===== src/rtl/alu_sequencer.sv =====
// Sequences one ALU operation per request: decode, drive an external ALU,
// capture its result and hold it as a response until the consumer takes it.
module alu_sequencer #(
    parameter int WIDTH = 64,
    parameter int CNT_W = 16
) (
    input  logic             clk,
    input  logic             rst_n,
    input  logic             req_valid,
    output logic             req_ready,
    input  logic [1:0]       req_alu_op,
    input  logic [2:0]       req_funct3,
    input  logic [6:0]       req_funct7,
    input  logic [WIDTH-1:0] req_a,
    input  logic [WIDTH-1:0] req_b,
    output logic [WIDTH-1:0] alu_A,
    output logic [WIDTH-1:0] alu_B,
    output logic [3:0]       alu_ctrl,
    input  logic [WIDTH-1:0] alu_result,
    input  logic             alu_zero,
    output logic             resp_valid,
    input  logic             resp_ready,
    output logic [WIDTH-1:0] resp_result,
    output logic             resp_zero,
    output logic             resp_err,
    output logic [CNT_W-1:0] op_count
);

    typedef enum logic [1:0] {
        IDLE    = 2'd0,
        DRIVE   = 2'd1,
        CAPTURE = 2'd2,
        RESP    = 2'd3
    } state_t;

    state_t     state;
    state_t     state_nxt;
    logic       dec_illegal;
    logic [3:0] dec_ctrl;
    logic       req_hs;
    logic       resp_hs;

    // Returns {illegal, alu_ctrl}; anything outside the supported set is illegal.
    function automatic logic [4:0] decode(input logic [1:0] op,
                                          input logic [2:0] f3,
                                          input logic [6:0] f7);
        logic [4:0] d;
        d = 5'b1_0000;
        case (op)
            2'b00: d = 5'b0_0010;
            2'b01: d = 5'b0_0110;
            2'b10: begin
                case ({f7, f3})
                    10'b0000000_000: d = 5'b0_0010;
                    10'b0100000_000: d = 5'b0_0110;
                    10'b0000000_111: d = 5'b0_0000;
                    10'b0000000_110: d = 5'b0_0001;
                    default:         d = 5'b1_0000;
                endcase
            end
            default: d = 5'b1_0000;
        endcase
        return d;
    endfunction

    assign req_ready  = (state == IDLE) & rst_n;
    assign resp_valid = (state == RESP);
    assign req_hs     = req_valid & req_ready;
    assign resp_hs    = resp_valid & resp_ready;

    always_comb begin
        {dec_illegal, dec_ctrl} = decode(req_alu_op, req_funct3, req_funct7);
    end

    always_comb begin
        state_nxt = state;
        case (state)
            IDLE: begin
                if (req_hs) begin
                    state_nxt = dec_illegal ? RESP : DRIVE;
                end
            end
            DRIVE:   state_nxt = CAPTURE;
            CAPTURE: state_nxt = RESP;
            RESP: begin
                if (resp_ready) begin
                    state_nxt = IDLE;
                end
            end
            default: state_nxt = IDLE;
        endcase
    end

    always_ff @(posedge clk) begin
        if (!rst_n) begin
            state       <= IDLE;
            alu_A       <= '0;
            alu_B       <= '0;
            alu_ctrl    <= '0;
            resp_result <= '0;
            resp_zero   <= 1'b0;
            resp_err    <= 1'b0;
            op_count    <= '0;
        end else begin
            state <= state_nxt;
            if (req_hs && !dec_illegal) begin
                alu_A    <= req_a;
                alu_B    <= req_b;
                alu_ctrl <= dec_ctrl;
            end
            // Illegal requests bypass the ALU and leave its inputs untouched.
            if (req_hs && dec_illegal) begin
                resp_result <= '0;
                resp_zero   <= 1'b0;
                resp_err    <= 1'b1;
            end
            if (state == CAPTURE) begin
                resp_result <= alu_result;
                resp_zero   <= alu_zero;
                resp_err    <= 1'b0;
            end
            if (resp_hs) begin
                op_count <= op_count + CNT_W'(1);
            end
        end
    end

endmodule

===== config.mk =====
export PLATFORM = sky130hd
export DESIGN_NAME = alu_sequencer
export DESIGN_NICKNAME = d
export VERILOG_FILES = /design/src/rtl/alu_sequencer.sv
export SDC_FILE = /design/constraint.sdc
export NUM_CORES = 1
export LEC_CHECK = 0
export CAP_MARGIN = 5
export CORE_ASPECT_RATIO = 0.6
export CORE_UTILIZATION = 28
export DETAILED_ROUTE_END_ITERATION = 8
export REMOVE_ABC_BUFFERS = 1
export SETUP_SLACK_MARGIN = 0.5
export SLEW_MARGIN = 20
export SYNTH_ARGS = -nofsm -noshare
export SYNTH_HDL_FRONTEND = slang
export SYNTH_SLANG_ARGS = --single-unit

===== constraint.sdc =====
create_clock -name clk -period 2.4 [get_ports clk]
set_input_delay 0.36 -clock clk [delete_from_list [all_inputs] [get_ports clk]]
set_output_delay 0.36 -clock clk [all_outputs]
set_load 0.005 [all_outputs]

After elaboration in Yosys (flattened, before gate mapping) --
Index checks and enable logic that the tools add are counted.
Word-level totals: word-level logic and storage cells 42, register bits after elaboration 216, input bits 209
Cells by class: reduce and logical (&&, ||, !) cells 9, equal/unequal tests 10, bitwise operators 4, add/sub/neg operators 1, multiplexer cells 10
Operators by type and width (number):
- $mux 64 | 2
- $eq 10x3->1 const B | 2
- $pmux 5 s4 | 1
- $add 16x1->16 const B | 1
- $pmux 5 s3 | 1
- $eq 10x9->1 const B | 1
- $logic_not 10->1 | 1
- $pmux 2 s4 | 1
- $eq 2x2->1 const B | 3
- $mux 2 | 3
- $eq 2x1->1 const B | 2
- $logic_not 2->1 | 2
- $and 1x1->1 | 3
- $logic_and 1x1->1 | 2
- $mux 1 | 2
- $ne 2x1->1 const B | 1
- $ne 2x2->1 const B | 1
- $reduce_and 2->1 | 1
- $reduce_bool 2->1 | 1
- $reduce_or 2->1 | 1
- $logic_not 1->1 | 1
- $not 1->1 | 1

Logic depth before layout (Yosys ltp) --
Gate-level depths: netlist (run 1).
depth after elaboration 6, gate-level depth with buffers 8, depth with buffers taken out 6

Worst setup path before layout (run 1) --
No wires, ideal clock.
kind reg-to-reg, start point reg state[1], end point reg op_count[13], setup time 0.070 ns, data required time 2.330 ns, stages on the path, launching flop included 7, arrival 1.653 ns, path slack 0.677 ns, path through dfxtp_1 -> ha_1 -> and2_1 -> clkbuf_1 -> nand3_1 -> or4_1 -> a21oi_1
Between the ends: longest elaborated chain between the ends 2
RTL lines:
- from (decl) | line 36 | state_t state;
- from (signal assigned) | line 105 | state <= state_nxt;
- $eq 2x2->1 | line 67 | assign resp_valid = (state == RESP);
- net resp_valid | line 21 | output logic resp_valid,
- $and 1x1->1 | line 69 | assign resp_hs = resp_valid & resp_ready;
- to (signal assigned) | line 123 | op_count <= op_count + CNT_W'(1);
- to (decl) | line 26 | output logic [CNT_W-1:0] op_count
The timed path passes the listed nets, and every way through them passes these cells. A chain may end at the register's enable or synchronous reset.

Worst setup path after layout (run 1) --
start point reg op_count[0], end point out op_count[0]
No word-level cell between the ends.

==> results of run 1 <==
power by group through the flow:
stage                     Combinational, uW  Sequential [uW]  Clock (uW)
after floorplan                         922             4380           0
after global placement                 2500             4340           0
after detailed placement               2510             4350           0
after CTS                              2550             4310        3810
after global routing                   2740             4350        3960
final                                  2550             4300        3670
per-layer routing:
layer	vias up	wire [um]
li1	3510	-
met1	3161	11300
met2	232	11800
met3	32	2370
met4	0	540
met5	-	0
cell usage after synthesis, types with 5 or more instances:
| cell type | instances | area, um2 |
|---|---|---|
| buf_6 | 11 | 124 |
| ha_1 | 5 | 62.6 |
| inv_1 | 134 | 503 |
| nand2_1 | 138 | 518 |
| dfxtp_1 | 215 | 4300 |
| mux2i_1 | 133 | 1330 |
| nor3_1 | 5 | 25.0 |
| nand3_1 | 6 | 30.0 |
| nor2_1 | 13 | 48.8 |
| clkbuf_1 | 27 | 101 |
| xor2_1 | 6 | 52.6 |
| a22o_1 | 65 | 569 |
| a21oi_1 | 6 | 30.0 |
| buf_2 | 10 | 50.1 |
| nand4_1 | 7 | 43.8 |
what timing repair did:
action                                  CTS  global route
buffers inserted                          1             2
gates resized for setup                  14             5
pin swaps                                 0             0
gates cloned                              0             0
endpoints found under the setup margin    4             5
per-stage QoR:
step | area, um2 | TNS, ps | instances | hold WS (ps) | setup slack [ps]
after global routing | 13600 | 0 | 1626 | 247 | 500
after floorplan | 7800 | -442870 | 772 | 454 | -2640
after global placement | 12700 | 0 | 1582 | 444 | 173
after CTS | 13500 | 0 | 1624 | 225 | 506
final | 13600 | 0 | 1626 | 247 | 580
after detailed placement | 12700 | 0 | 1582 | 451 | 135
cell type report:
| type | count | area, um2 |
|---|---|---|
| Tap cell | 367 | 459 |
| Fill cell | 2599 | 14400 |
| Clock buffer | 31 | 646 |
| Multi-Input combinational cell | 423 | 3040 |
| Timing Repair Buffer | 446 | 4470 |
| Inverter | 134 | 503 |
| Sequential cell | 215 | 4320 |
| Clock inverter | 10 | 125 |
registers in the layout, indices dropped and copies added, names as in the netlist:
| name | cells |
|---|---|
| op_count | 16 |
| alu_B | 64 |
| state | 2 |
| resp_zero | 1 |
| resp_err | 1 |
| alu_ctrl | 3 |
| resp_result | 64 |
| alu_A | 64 |
worst paths after layout:
| path | endpoint | cells past startpoint |
|---|---|---|
| hold reg to reg | alu_A[8] | 2 |
| setup / recovery | op_count[0] | 1 |
| hold / removal | state[1] | 3 |
| setup reg to reg | resp_result[2] | 6 |
worst min-delay path, cell delays in order:
cell and delay [ps]:
buf_4 200, o21ai_0 100, a21oi_1 50
logic make-up (layout without fill, tap and decap cells):
logic type / after synthesis / after routing / share of synthesized area (%)
adder cells (fa/ha/maj): 5 / 5 / 0.774
buffers and inverters: 183 / 621 / 9.72
XOR/XNOR: 9 / 9 / 0.975
AND/OR/NAND/NOR: 190 / 190 / 10.2
other: 1 / 1 / 0.0464
multiplexers: 133 / 133 / 16.5
AO/OA/AOI/OAI: 85 / 85 / 8.64
flip-flops: 215 / 215 / 53.2
placed cells by master (no fill, tap or decap), drive strengths merged, types with 7 or more instances in the layout:
cell type,instances
mux2i,133
clkdlybuf4s50,420
nor2,13
clkbuf,31
a22o,65
nand2,138
inv,134
dfxtp,215
nand4,7
clkinv,7
buf,24
==> summary.txt, run 1 <==
Run status
  – Status: finished, final reports clean

Final layout
  – Antenna cell count: 0
  – Layout cells sized above 1: 6.27%
  – Area Growth Syn to Fin: 67.7%
  – Core Util, Final: 48.4%
  – Fin nets: 1457

Synth
  – Synth Area per Inst: 9.85 um2
  – Post-synthesis sequential area ratio: 53.2%
  – Post-synth top flop: dfxtp_1
  – Post-synthesis cell type count: 36
  – Synthesized area: 8090 um2
  – Seq cells post-synth: 215
  – Synth Instances: 821
  – Syn. warnings: 0
  – Post-synth EDFFs: 0
  – FFs w/ async S/R, synth: 0%

Setup path
  – Max stage delay on crit path: 550 ps
  – WP buf/inv: 1
  – Critical path type: reg2out
  – CP Cell Sequence: clkdlybuf4s50_1
  – R2R setup slack: 630 ps
  – Worst path arrival time: 1460 ps
  – Reg-to-Reg Start: state[0]
  – Worst path top cell family by delay: buffers and inverters
  – Setup crit start kind: register
  – CP max FO: 4
  – CP max stage cell: clkdlybuf4s50_1
  – Crit. Startpoint: op_count[0]
  – Critical Path Sink Type: output port
  – CP required: 2040 ps

Pwr
  – Pint: 7820 uW
  – Worst vdd ir: 0.450 mV
  – Switching share of power: 25.7%
  – Comb power frac: 24.3%
  – P_leak: 0.00633 uW
  – Total design power: 10500 uW
  – P per Cell Area: 776 nW/um2
  – Switch Pwr: 2700 uW
  – Seq pwr share: 40.8%
  – Clock share of power: 34.9%

Clock network
  – CTS sink cnt: 215
  – Clock Tree Buf Depth: 3
  – Reg clk slew, reported paths: 60 ps
  – Root Driver: clkbuf_16
  – CTS tree: built
  – # H-tree levels: 1
  – Hold_buf cts: 0
  – Later-pin clock latency in the skew report: 510 ps
  – TritonCTS Buffers: 23

Floorplanning
  – Starting density of the core: 28.9%
  – Row Count: 47
  – Die W: 221 um
  – Core area: 28000 um2
  – Die area: 29600 um2
  – Die Ht: 134 um
  – I/O Pins: 425

Drt
  – Antenna viol nets, final: 0
  – Pre-Repair DR Iteration Count: 4
  – Routed WL: 25900 um
  – Via density: 4.27
  – WL per Instance: 15.9 um
  – Vias: 6935
  – DRT iter0 DRCs: 316
  – DRC errors left: 0

Job
  – Max cap viols: 0

STA
  – Max Freq: 0.550 GHz
  – Hold Vio Cnt, Final: 0
  – Final setup fails: 0
  – Worst Max-Slew Pin Slew: 763 ps
  – Relative slew margins: 49.2%
  – Final period util: 75.8%
  – RSZ-0062 raised after global routing: false
  – Final Max Slew Viols: 0
  – Final worst path period need: 1820 ps
  – Clock Skew: 12.8 ps

Placement
  – DP HPWL: 18800 um
  – Placer Congestion: 0.763
  – Port Buf Inserts: 423

GRT
  – Most used routing layer: met2
  – Global-route wire length before repair: 39700 um
  – All-Layer GR Usage: 17.0%
  – M1 GR Usage: 21.0%
  – Largest net degree at the start of global routing: 120
  – Vias in the first global route: 6947
  – Met3 usage: 7.06%
  – Initial antenna violation count: 0
  – Met2 Use GR: 27.6%
  – Total grt overflow: 0

Worst hold path
  – Hold Path Class: in2reg
  – Hold path start: rst_n
Note: power is estimated with default switching activity, not from simulation.
==> inputs of run 2 (changes only) <==
- clock period: 2.4 -> 1.5 ns (I/O delays scaled with it)
==> run 2 against run 1 <==
Against the previous run:
- the flow now finishes with violations (setup timing)
- register-to-register slack got worse by 720 ps
- design area increased by 11%
- setup slack worse by 670 ps
- die area stayed put
- cell count grew 5.8%
- power up 67%
- sequential share of layout area down 2.1 points
- critical endpoint is now req_ready
- largest cell class unchanged
==> summary.txt, run 2 (synthesis gave the netlist of run 1 again) <==
Pwr
  – P_leak: 0.00777 uW
  – P per Cell Area: 1170 nW/um2
  – Switch Pwr: 4760 uW
  – Seq pwr share: 39.7%
  – Clock share of power: 31.8%
  – Pint: 12800 uW
  – Worst vdd ir: 0.603 mV
  – Switching share of power: 27.1%
  – Comb power frac: 28.5%

Final layout
  – FF/Latch Area: 4460 um2
  – Most common cell after layout, fill and taps aside: clkdlybuf4s50_1
  – Fillers: 2546
  – Most frequent cells in the layout: 199 x clkdlybuf4s50_1, 136 x nand2_1, 133 x mux2i_1, 132 x inv_1, 122 x dfxtp_2
  – Area Growth Syn to Fin: 85.7%
  – Layout cells sized above 1: 34.0%
  – Top flop regs: alu_A x64, alu_B x64, resp_result x64
  – Multi-input gate area: 3250 um2
  – Core Util, Final: 53.6%
  – Fin nets: 1550

STA
  – Final worst path period need: 1590 ps
  – RSZ-0062 raised after global routing: true
  – Clock Skew: 8.96 ps
  – Max Freq: 0.630 GHz
  – Final Max Slew Viols: 0
  – Hold Vio Cnt, Final: 0
  – Post-route setup slack: -87.7 ps
  – Final setup fails: 115
  – Final TNS setup: -4720 ps
  – Relative slew margins: 59.8%
  – Worst Max-Slew Pin Slew: 603 ps
  – Final period util: 106%

Run status
  – Failing checks: setup timing
  – Status: complete, but fails checks

Job
  – Max cap viols: 0

Drt
  – Antenna viol nets, final: 0
  – Via density: 4.32
  – WL per Instance: 17.1 um
  – Routed WL: 29500 um
  – DRC errors left: 0
  – DRT iter0 DRCs: 235
  – Vias: 7429
  – Pre-Repair DR Iteration Count: 4

Floorplanning
  – Row Count: 47
  – I/O Pins: 425
  – Starting density of the core: 28.9%
  – Die W: 221 um
  – Core area: 28000 um2
  – Die area: 29600 um2
  – Die Ht: 134 um

Setup path
  – Setup crit start kind: register
  – CP Cell Sequence: inv_2 -> ha_4 -> and2_4 -> buf_6
  – Crit. Startpoint: state[1]
  – R2R Path End: resp_result[13]
  – R2R setup slack: -90 ps
  – CP max FO: 4
  – Cells on worst reg2reg path: 7
  – Reg-to-Reg Start: state[1]
  – Critical Path Sink Type: output port
  – CP required: 1270 ps
  – Critical path type: reg2out
  – Worst path arrival time: 1360 ps
  – CP max stage cell: dfxtp_2
  – Setup crit end: req_ready
  – Max stage delay on crit path: 360 ps

Clock network
  – CTS tree: built
  – Clock Tree Buf Depth: 3
  – CTS sink cnt: 215
  – Later-pin clock latency in the skew report: 520 ps
  – # H-tree levels: 1
  – Reg clk slew, reported paths: 60 ps
  – TritonCTS Buffers: 23
  – Root Driver: clkbuf_16
  – Hold_buf cts: 0

GRT
  – All-Layer GR Usage: 17.8%
  – Initial antenna violation count: 2
  – Total grt overflow: 0
  – Global-route wire length before repair: 41300 um
  – Vias in the first global route: 7265
  – Largest net degree at the start of global routing: 125

Placement
  – Port Buf Inserts: 423
  – DP HPWL: 19700 um
  – Placer Congestion: 0.787
  – Dpl ws: -648 ps

Worst hold path
  – Hold Path Class: in2reg
==> run 2: how the worst min path moves through the flow <==
stage                     cells past startpoint  slack, ps             end           from
after global routing                          3         50    op_count[12]          rst_n
after global placement                        2        440       alu_A[53]      alu_A[53]
final                                         3         60    op_count[12]          rst_n
after detailed placement                      2        450       alu_B[38]      alu_B[38]
after floorplan                               1        350  resp_result[0]  alu_result[0]
after CTS                                     3         10    op_count[12]          rst_n
==> run 2: final cells by class <==
cell class | instances | area share [%]
tap | 367 | 3.06
timing repair buffer | 538 | 37.4
antenna | 2 | 0.0333
clock buffer | 35 | 4.40
clock inverter | 5 | 0.358
inverter | 134 | 3.35
sequential | 215 | 29.7
multi-input combinational | 424 | 21.6
==> run 2: power by group through the flow <==
stage / clock network, uW / logic [uW] / registers (uW)
after floorplan: 0 / 1470 / 7010
after global placement: 0 / 4400 / 6950
after detailed placement: 0 / 4430 / 6960
after CTS: 5750 / 4320 / 6920
after global routing: 6010 / 5330 / 7070
final: 5590 / 5000 / 6980
==> run 2: critical path: cells and delay by family, from the launching register on <==
kind	cells	cell delay, ps
DFF	1	360
buffers and inverters	2	180
adders and majority gates	1	180
and+or+nand+nor	1	140
==> run 2: stage by stage <==
stage	cells	cell area (um2)	hold WS (ps)	total power (uW)
final	1720	15000	58.9	17600
after floorplan	772	7800	351	8490
after detailed placement	1616	13000	451	11400
after global placement	1616	13000	443	11300
after global routing	1719	15000	47.7	18400
after CTS	1681	14100	11.5	17000
==> run 2: timing repair <==
item                       CTS  global route
cloned                       1            15
setup endpoints to repair  430           430
pin swaps                    6            22
hold endpoints to repair     0             0
buffers inserted            24            22
gates resized for setup    675           265
==> run 2: layer usage <==
layer / wire [um] / part of all wire (%) / GRT usage, % / vias to the layer above
met4: 478 / 1.6 / 3.81 / 2
met5: 10 / 0.034 / 0 / -
met2: 13600 / 46 / 29.1 / 219
li1: - / - / - / 3702
met1: 13000 / 44 / 21.8 / 3474
met3: 2450 / 8.3 / 7.45 / 32
